**src/rtl/grid_draw_pkg.sv**
```systemverilog
// Shared types and constants for the step-grid painter: state encoding, grid geometry,
// screen size and the square colour table.
package grid_draw_pkg;

  typedef enum logic [1:0] {
    StIdle,
    StDraw,
    StClear
  } state_e;

  localparam int unsigned GridX0     = 10;
  localparam int unsigned GridXStep  = 20;
  localparam int unsigned GridY0     = 20;
  localparam int unsigned GridYStep  = 20;
  localparam int unsigned GridSqSize = 4;

  localparam int unsigned ScreenW = 160;
  localparam int unsigned ScreenH = 120;

  // Colours are {R,G,B}.
  localparam logic [2:0] ColBlack  = 3'b000;
  localparam logic [2:0] ColWhite  = 3'b111;
  localparam logic [2:0] ColCyan   = 3'b011;
  localparam logic [2:0] ColRed    = 3'b100;
  localparam logic [2:0] ColGreen  = 3'b010;
  localparam logic [2:0] ColBlue   = 3'b001;
  localparam logic [2:0] ColYellow = 3'b110;

  // Instrument colour for an active step away from the cursor column.
  function automatic logic [2:0] row_colour(input logic [1:0] row);
    logic [2:0] c;
    case (row)
      2'd0:    c = ColRed;
      2'd1:    c = ColGreen;
      2'd2:    c = ColBlue;
      default: c = ColYellow;
    endcase
    return c;
  endfunction

  function automatic logic [2:0] sq_colour(input logic on, input logic cur, input logic [1:0] row);
    logic [2:0] c;
    if (on) begin
      c = cur ? ColWhite : row_colour(row);
    end else begin
      c = cur ? ColCyan : ColBlack;
    end
    return c;
  endfunction

endpackage

```
**src/rtl/grid_pixel_gen.sv**
```systemverilog
// Registered pixel generator: maps the sweep counter and the frame snapshot (or a raw raster
// position while blanking) to x/y/colour with one cycle of latency.
module grid_pixel_gen
  import grid_draw_pkg::*;
#(
  parameter int unsigned X0      = GridX0,
  parameter int unsigned X_STEP  = GridXStep,
  parameter int unsigned Y0      = GridY0,
  parameter int unsigned Y_STEP  = GridYStep,
  parameter int unsigned SQ_SIZE = GridSqSize
) (
  input  logic        clk,
  input  logic        reset,
  input  logic        en,
  input  logic        raster,
  input  logic [7:0]  raster_x,
  input  logic [6:0]  raster_y,
  input  logic [8:0]  cnt,
  input  logic [31:0] draw_pat,
  input  logic [2:0]  draw_col,
  output logic [7:0]  x,
  output logic [6:0]  y,
  output logic [2:0]  colour
);

  localparam int unsigned OffW = $clog2(SQ_SIZE);
  localparam logic [7:0]  X0B  = 8'(X0);
  localparam logic [6:0]  Y0B  = 7'(Y0);

  logic [4:0]      sq;
  logic [OffW-1:0] px, py;
  logic [2:0]      col;
  logic [1:0]      row;
  logic [7:0]      x_d;
  logic [6:0]      y_d;
  logic [2:0]      colour_d;

  // Square index equals the pattern bit index: {col, row}.
  assign {sq, py, px} = cnt;
  assign col = sq[4:2];
  assign row = sq[1:0];

  always_comb begin
    x_d      = X0B + 8'(32'(col) * X_STEP) + 8'(px);
    y_d      = Y0B + 7'(32'(row) * Y_STEP) + 7'(py);
    colour_d = sq_colour(draw_pat[sq], col == draw_col, row);
    if (raster) begin
      x_d      = raster_x;
      y_d      = raster_y;
      colour_d = ColBlack;
    end
  end

  always_ff @(posedge clk or negedge reset) begin
    if (!reset) begin
      x      <= '0;
      y      <= '0;
      colour <= '0;
    end else if (en) begin
      x      <= x_d;
      y      <= y_d;
      colour <= colour_d;
    end
  end

endmodule

```
**src/rtl/grid_draw_ctrl.sv**
```systemverilog
// Captures the live step pattern and repaints the 8x4 grid into the vga_adapter frame buffer.
// Define GRID_CLEAR_EN to blank the whole 160x120 screen once after reset.
module grid_draw_ctrl
  import grid_draw_pkg::*;
#(
  parameter int unsigned X0      = GridX0,
  parameter int unsigned X_STEP  = GridXStep,
  parameter int unsigned Y0      = GridY0,
  parameter int unsigned Y_STEP  = GridYStep,
  parameter int unsigned SQ_SIZE = GridSqSize
) (
  input  logic       clk,
  input  logic       reset,
  input  logic       play,
  input  logic [3:0] ins,
  input  logic [2:0] timing,
  output logic [7:0] x,
  output logic [6:0] y,
  output logic [2:0] colour,
  output logic       plot,
  output logic       busy,
  output logic       frame_done
);

  state_e      state_q;
  logic [31:0] pattern_q, pattern_d, draw_pat_q;
  logic [2:0]  timing_q, draw_col_q;
  logic [8:0]  cnt_q;
  logic        dirty_q, last_q, cap_event;
  logic        pix_en, raster;
  logic [7:0]  raster_x;
  logic [6:0]  raster_y;

`ifdef GRID_CLEAR_EN
  localparam state_e     StReset  = StClear;
  localparam logic [7:0] ClrXLast = 8'(ScreenW - 1);
  localparam logic [6:0] ClrYLast = 7'(ScreenH - 1);

  logic [7:0] clr_x_q;
  logic [6:0] clr_y_q;

  assign raster   = (state_q == StClear);
  assign raster_x = clr_x_q;
  assign raster_y = clr_y_q;
`else
  localparam state_e StReset = StIdle;

  assign raster   = 1'b0;
  assign raster_x = '0;
  assign raster_y = '0;
`endif

  // Capture: write the current column and flag a repaint on any visible change.
  always_comb begin
    pattern_d = pattern_q;
    cap_event = 1'b0;
    if (play) begin
      pattern_d[{timing, 2'b00} +: 4] = ins;
      cap_event = (pattern_q[{timing, 2'b00} +: 4] != ins) || (timing != timing_q);
    end
  end

  assign pix_en = (state_q != StIdle);

  always_ff @(posedge clk or negedge reset) begin
    if (!reset) begin
      pattern_q  <= '0;
      timing_q   <= '0;
      dirty_q    <= 1'b1;
      state_q    <= StReset;
      cnt_q      <= '0;
      draw_pat_q <= '0;
      draw_col_q <= '0;
      last_q     <= 1'b0;
      plot       <= 1'b0;
      busy       <= 1'b0;
      frame_done <= 1'b0;
`ifdef GRID_CLEAR_EN
      clr_x_q    <= '0;
      clr_y_q    <= '0;
`endif
    end else begin
      pattern_q  <= pattern_d;
      if (play) begin
        timing_q <= timing;
      end
      // Outputs track the pixel generator, which lags the sweep by one cycle.
      plot       <= (state_q != StIdle);
      busy       <= (state_q != StIdle) || last_q;
      frame_done <= last_q;
      last_q     <= 1'b0;
      dirty_q    <= dirty_q | cap_event;

      case (state_q)
        StIdle: begin
          if (dirty_q) begin
            state_q    <= StDraw;
            cnt_q      <= '0;
            draw_pat_q <= pattern_q;
            draw_col_q <= timing_q;
            // A capture in this very cycle re-arms the next frame.
            dirty_q    <= cap_event;
          end
        end
        StDraw: begin
          cnt_q <= cnt_q + 9'd1;
          if (cnt_q == 9'd511) begin
            state_q <= StIdle;
            last_q  <= 1'b1;
          end
        end
`ifdef GRID_CLEAR_EN
        StClear: begin
          if (clr_x_q == ClrXLast) begin
            clr_x_q <= '0;
            if (clr_y_q == ClrYLast) begin
              clr_y_q <= '0;
              state_q <= StIdle;
              last_q  <= 1'b1;
              dirty_q <= 1'b1;
            end else begin
              clr_y_q <= clr_y_q + 7'd1;
            end
          end else begin
            clr_x_q <= clr_x_q + 8'd1;
          end
        end
`endif
        default: state_q <= StIdle;
      endcase
    end
  end

  grid_pixel_gen #(
    .X0      (X0),
    .X_STEP  (X_STEP),
    .Y0      (Y0),
    .Y_STEP  (Y_STEP),
    .SQ_SIZE (SQ_SIZE)
  ) u_pixel_gen (
    .clk      (clk),
    .reset    (reset),
    .en       (pix_en),
    .raster   (raster),
    .raster_x (raster_x),
    .raster_y (raster_y),
    .cnt      (cnt_q),
    .draw_pat (draw_pat_q),
    .draw_col (draw_col_q),
    .x        (x),
    .y        (y),
    .colour   (colour)
  );

endmodule

```
**config.mk**
```make
export PLATFORM = sky130hd
export DESIGN_NAME = grid_draw_ctrl
export DESIGN_NICKNAME = d
export VERILOG_FILES = /design/src/rtl/grid_draw_pkg.sv /design/src/rtl/grid_pixel_gen.sv /design/src/rtl/grid_draw_ctrl.sv
export SDC_FILE = /design/constraint.sdc
export NUM_CORES = 1
export LEC_CHECK = 0
export ABC_CLOCK_PERIOD_IN_PS = 3500
export CAP_MARGIN = 20
export CORE_MARGIN = 2
export CORE_UTILIZATION = 53
export DETAILED_ROUTE_END_ITERATION = 10
export PLACE_DENSITY_LB_ADDON = 0.1
export SLEW_MARGIN = 15
export SYNTH_ARGS = -nofsm -noshare
export SYNTH_HDL_FRONTEND = slang
export SYNTH_SLANG_ARGS = --single-unit
export TNS_END_PERCENT = 30
```
**constraint.sdc**
```tcl
create_clock -name clk -period 3.5 [get_ports clk]
set_input_delay 0.7 -clock clk [delete_from_list [all_inputs] [get_ports clk]]
set_output_delay 0.7 -clock clk [all_outputs]
set_load 0.05 [all_outputs]
```
# Word-level counts from Yosys, hierarchy flattened
# Cells that the tools add are included.
# totals
output_inout_bits	21
input_bits	10
register_bits	104
word_cells	62
# op_classes
bitwise_logic	1
eq_ne	9
shifts	3
order_cmp	1
muxes	17
addsub	6
n_mul	2
n_reduce_logical	9
# op_table
op	count
bitwise mux 32 bit	1
variable shift 4 x 7 -> 32 bit (first input constant)	1
variable part select 32 x 6 -> 4 bit	1
variable part select 4 x 7 -> 32 bit	1
one-hot mux 9 bit (2 select lines)	1
adder 9 x 1 -> 9 bit (second input constant)	1
== test 9 bit (second input constant)	1
2-to-1 mux 9 bit	1
one-hot mux 3 bit (3 select lines)	1
adder 4 x 8 -> 8 bit (first input constant)	1
adder 8 x 2 -> 8 bit	1
adder 5 x 7 -> 7 bit (first input constant)	1
adder 7 x 2 -> 7 bit	1
negation 5 -> 7 bit	1
less-than comparator 5 x 6 -> 1 bit (second input constant)	1
multiplier 3 x 3 -> 6 bit (second input constant)	1
2-to-1 mux 1 bit	6
2-to-1 mux 2 bit	3
2-to-1 mux 3 bit	2
AND reduction 2 bit	3
binary-select mux 1 bit (select 5 bit)	1
multiplier 2 x 3 -> 5 bit (second input constant)	1
== test 2 x 1 -> 1 bit (second input constant)	2
zero test 2 bit	2
other kinds (9)	12

# Logic depth before layout (Yosys ltp)
# logic_depth
word_depth	7
ltp_mapped	9
depth_no_buf	7

# Hierarchy
# Synthesis repeated with hierarchy kept, for this count alone.
# unflattened
hier_cells	424
area_unflattened_um2	5190.0
# by_module_without_submodules
mod	seq_area_each_um2	cells_each	n_inst	area_per_inst_um2
grid_draw_ctrl	2128.3	276	1	3814.9
grid_pixel_gen	450.4	148	1	1375.1

# Worst setup path after synthesis
# No wires, ideal clock.
# synth_timing
path_kind	input -> register
from	input port timing[0]
to	register pattern_q[10]
setup_slack_ps	857
setup_time_ps	128
cell_stages	9
path_buffers	3
arrival_time_ps	2516
required_ps	3372
cell_sequence	buf_4 > buf_6 > inv_2 > ha_1 > ha_1 > nor4b_1 > and3_1 > clkbuf_1 > mux2_1
# synth_between
elab_chain_len	3
elab_cells_between_ends	4
cone_classes	add/sub (1); shift (2); mux (1)
# synth_rtl
item	line_no	source
start: declaration	grid_draw_ctrl.sv:16	input logic [2:0] timing,
negation 5 -> 7 bit *	grid_draw_ctrl.sv:58	pattern_d[{timing, 2'b00} +: 4] = ins;
variable part select 4 x 7 -> 32 bit / variable shift 4 x 7 -> 32 bit (equally long branches)	grid_draw_ctrl.sv:58	
bitwise mux 32 bit *	grid_draw_ctrl.sv:58	
end signal: assignment	grid_draw_ctrl.sv:83	pattern_q <= pattern_d;
end: declaration	grid_draw_ctrl.sv:26	logic [31:0] pattern_q, pattern_d, draw_pat_q;
# Every way passes the cells marked *; elsewhere a longest branch is shown, timed or not.
# A chain may end at the register's enable or synchronous reset.

# Worst setup path in the final report
# layout_timing
from	input port timing[2]
to	register pattern_q[9]
# The elaborated chain is that of the path after synthesis.

==> results.md <==
* Outcome: completed
* TritonCTS Buffers at 9
* Cts hold-fix bufs at 0
* Sequential Power Share at 50.2%
* Initial drt markers at 115
* Clk buf depth at 2
* CP required at 3.74 ns
* Post-route ant nets at 0
* Final-layout fill cell count at 765
* Synthesized area at 0.00496 mm^2
* # port buffers at 30
* Setup TNS at 0 ns
* Comb power frac at 27.8%
* Max Freq at 0.375 GHz
* Clock latency on the worst-skew pair at 0.36 ns
* Top cell type's share of synthesized area at 50.9%
* Crit share post-route at 76.3%
* Syn Inst Count at 442
* Delay-heaviest family, CP: simple AND/OR/NAND/NOR gates
* Buf+Inv Stages, Crit Path at 2
* DRC Markers at 0
* # Max-Cap Violations at 0
* Clock Power Share at 22.0%
* Crit Path Max Fanout at 8
* Hold slack at 0.374 ns
* VDD IR max at 0.000302 V
* Avg Vias per Cell at 5.39
* Largest net degree at the start of global routing at 61
* Final Critical Period at 2.67 ns
* Critical path launch point type: input pin
* Hpwl dp at 6690 um
* Setup CP Type: in2reg
* Grt ovf at 0
* Initial antenna violation count at 0
* Die area at 0.0102 mm^2
* CP cell instances: clkdlybuf4s50_1, inv_1, ha_1, nor4b_1, and3_1, mux2_1
* Drt wl/cell at 16.3 um
* Io pins at 31
* Slew Limit Fails at 0
* Internal Pwr Total at 2.14 mW
* CTS Sinks at 102
* Core Rows at 35
* First-pass DRT Iterations at 4
* Commonest cells post-synth: nand2_1, dfrtp_1, mux2_1, mux2i_1, nor2_1
* Syn avg cell area at 11.2 um^2
* Post-synth ARST share at 100%
* Cts repair resizes at 0
* Share of layout cells above drive strength 1 at 8.55%
* Seq/Total Area, Yosys at 51.4%
* Depth of the CTS H-tree at 3
* Placeable Area at 0.00915 mm^2
* Post-synth EDFFs at 0
* RSZ-0062 raised after global routing: false
* Clock Skews at 0.0115 ns
* Crit path capture type: flip-flop
* Sw Ratio at 35.4%
* Via count of the first global-routing pass at 3041
* Power Density at 607 mW/mm^2
* Setup bufs post-CTS at 0
* Max transition margin at 45.5%
* Final wirelength at 9450 um
* WP data arrival at 2.91 ns
* Most frequent cell after synthesis: nand2_1
* Root Buffer Master: clkbuf_8
* Die height at 101 um
* Synthesis-stage register bit count at 102
* CTS clk-pin slew, worst paths at 0.09 ns
* Final hold vios at 0
* DR vias at 3120
* Register Area at 0.00255 mm^2
* Post-Syn Nets at 464
* Worst Tran Pin Value at 0.817 ns
* Area of the multi-input gates at 0.00217 mm^2
* Horiz. Die Dim at 101 um
* Leak at 2.65 nW
* Yosys top cell by area: dfrtp_1
* Post-layout util at 59.7%
* Main area contributors after synthesis: dfrtp_1, mux2_1, nand2_1
* Yosys warns at 0
* Switch Pwr at 1.17 mW
* Layout Nets at 485
* Area Growth Syn to Fin at 10.0%
* First-pass GRT wire length at 15500 um
* Synth unique cells at 46
* Initial Utilization at 54.2%
* GPL Wtd Cong at 0.831
* CP max stage cell: clkdlybuf4s50_1
* Diode count at 0
* Max incr delay on CP at 0.66 ns
* CTS tree: done
* Dominant synthesized flop cell: dfrtp_1
* Worst Hold Class: reg2reg
* Final-report setup violation count at 0
* Total global-route track usage at 19.8%
-- cell usage in the layout, fill, tap and decap left out, types with 2 or more instances in the layout --
master	count
o22ai_1	4
mux2i_1	20
nor3b_2	2
clkbuf_1	2
a221oi_1	4
buf_4	8
clkinv_4	2
o221ai_2	2
nor2b_1	2
nand2_1	119
dfrtp_1	101
mux2_1	42
inv_1	14
mux4_1	7
a21oi_1	6
and3_1	2
clkdlybuf4s50_1	29
mux2_2	7
xor2_1	8
clkbuf_8	9
ha_1	12
nand3_1	4
o2bb2ai_1	2
nor2_1	15
xnor2_1	6
nand2b_1	5
nand3b_1	3
o21ai_1	8
nor3_1	2
nand4_1	3
-- power by group through the flow --
stage	Combinational [mW]	Sequential, mW	Clock, mW
2_1_floorplan	0.513	1.79	0
3_3_place_gp	0.911	1.68	0
3_5_place_dp	0.933	1.68	0
4_1_cts	0.934	1.66	0.754
5_1_grt	0.997	1.70	0.805
6_report	0.921	1.66	0.730
-- through the flow --
step,std cells,total power [mW],cell area (um^2),setup slack [ns]
final,579,3.31,5460,0.831
after global routing,579,3.50,5460,0.703
after CTS,579,3.35,5460,0.860
after detailed placement,563,2.62,5270,0.502
after global placement,563,2.59,5270,0.539
after floorplan,442,2.30,4960,0.857
-- layer usage --
layer | up-vias | global-route usage [%] | part of all wire, %
li1 | 1536 | - | -
met2 | 45 | 31.3 | 47
met4 | 0 | 6.95 | 1.3
met5 | - | 0 | 0
met1 | 1530 | 28.0 | 50
met3 | 9 | 2.91 | 2.3
-- area by class of cell --
cell class	count	share of cell area (%)
clock buffers	11	2.40
clock inverters	5	1.10
inverters	15	1.03
multi-input cells	298	39.8
flip-flops and latches	102	46.7
well taps	111	2.54
repair buffers	37	6.41
-- path summary, 6_finish.rpt --
path | from | endpoint | slack (ns) | depth (start not counted)
setup / recovery | timing[2] | pattern_q[9] | 0.83 | 6
setup reg to reg | cnt_q[4] | u_pixel_gen.colour[0] | 1.17 | 6
min in group asynchronous | reset | u_pixel_gen.colour[1] | 0.40 | 1
max in group asynchronous | reset | pattern_q[1] | 2.28 | 2
hold reg to reg | last_q | frame_done | 0.37 | 0
hold / removal | last_q | frame_done | 0.37 | 0
-- sequential cells by signal (all words and copies together) (netlist names) --
register            count
busy                    1
u_pixel_gen.colour      3
last_q                  1
u_pixel_gen.y           6
frame_done              1
pattern_q              32
u_pixel_gen.x           8
draw_pat_q             32
plot                    1
state_q                 1
dirty_q                 1
timing_q                3
draw_col_q              3
cnt_q                   9
-- cells by family (layout without fill, tap and decap cells) --
family | count (synthesis) | in the layout | synth area share (%)
flops | 102 | 102 | 51.4
xor+xnor | 14 | 14 | 2.47
buf+inv | 42 | 68 | 4.86
mux | 77 | 77 | 19.3
fa+ha+maj | 12 | 12 | 3.02
compound gates | 30 | 30 | 4.36
simple gates | 165 | 165 | 14.5
Note: power is estimated with default switching activity, not from simulation.
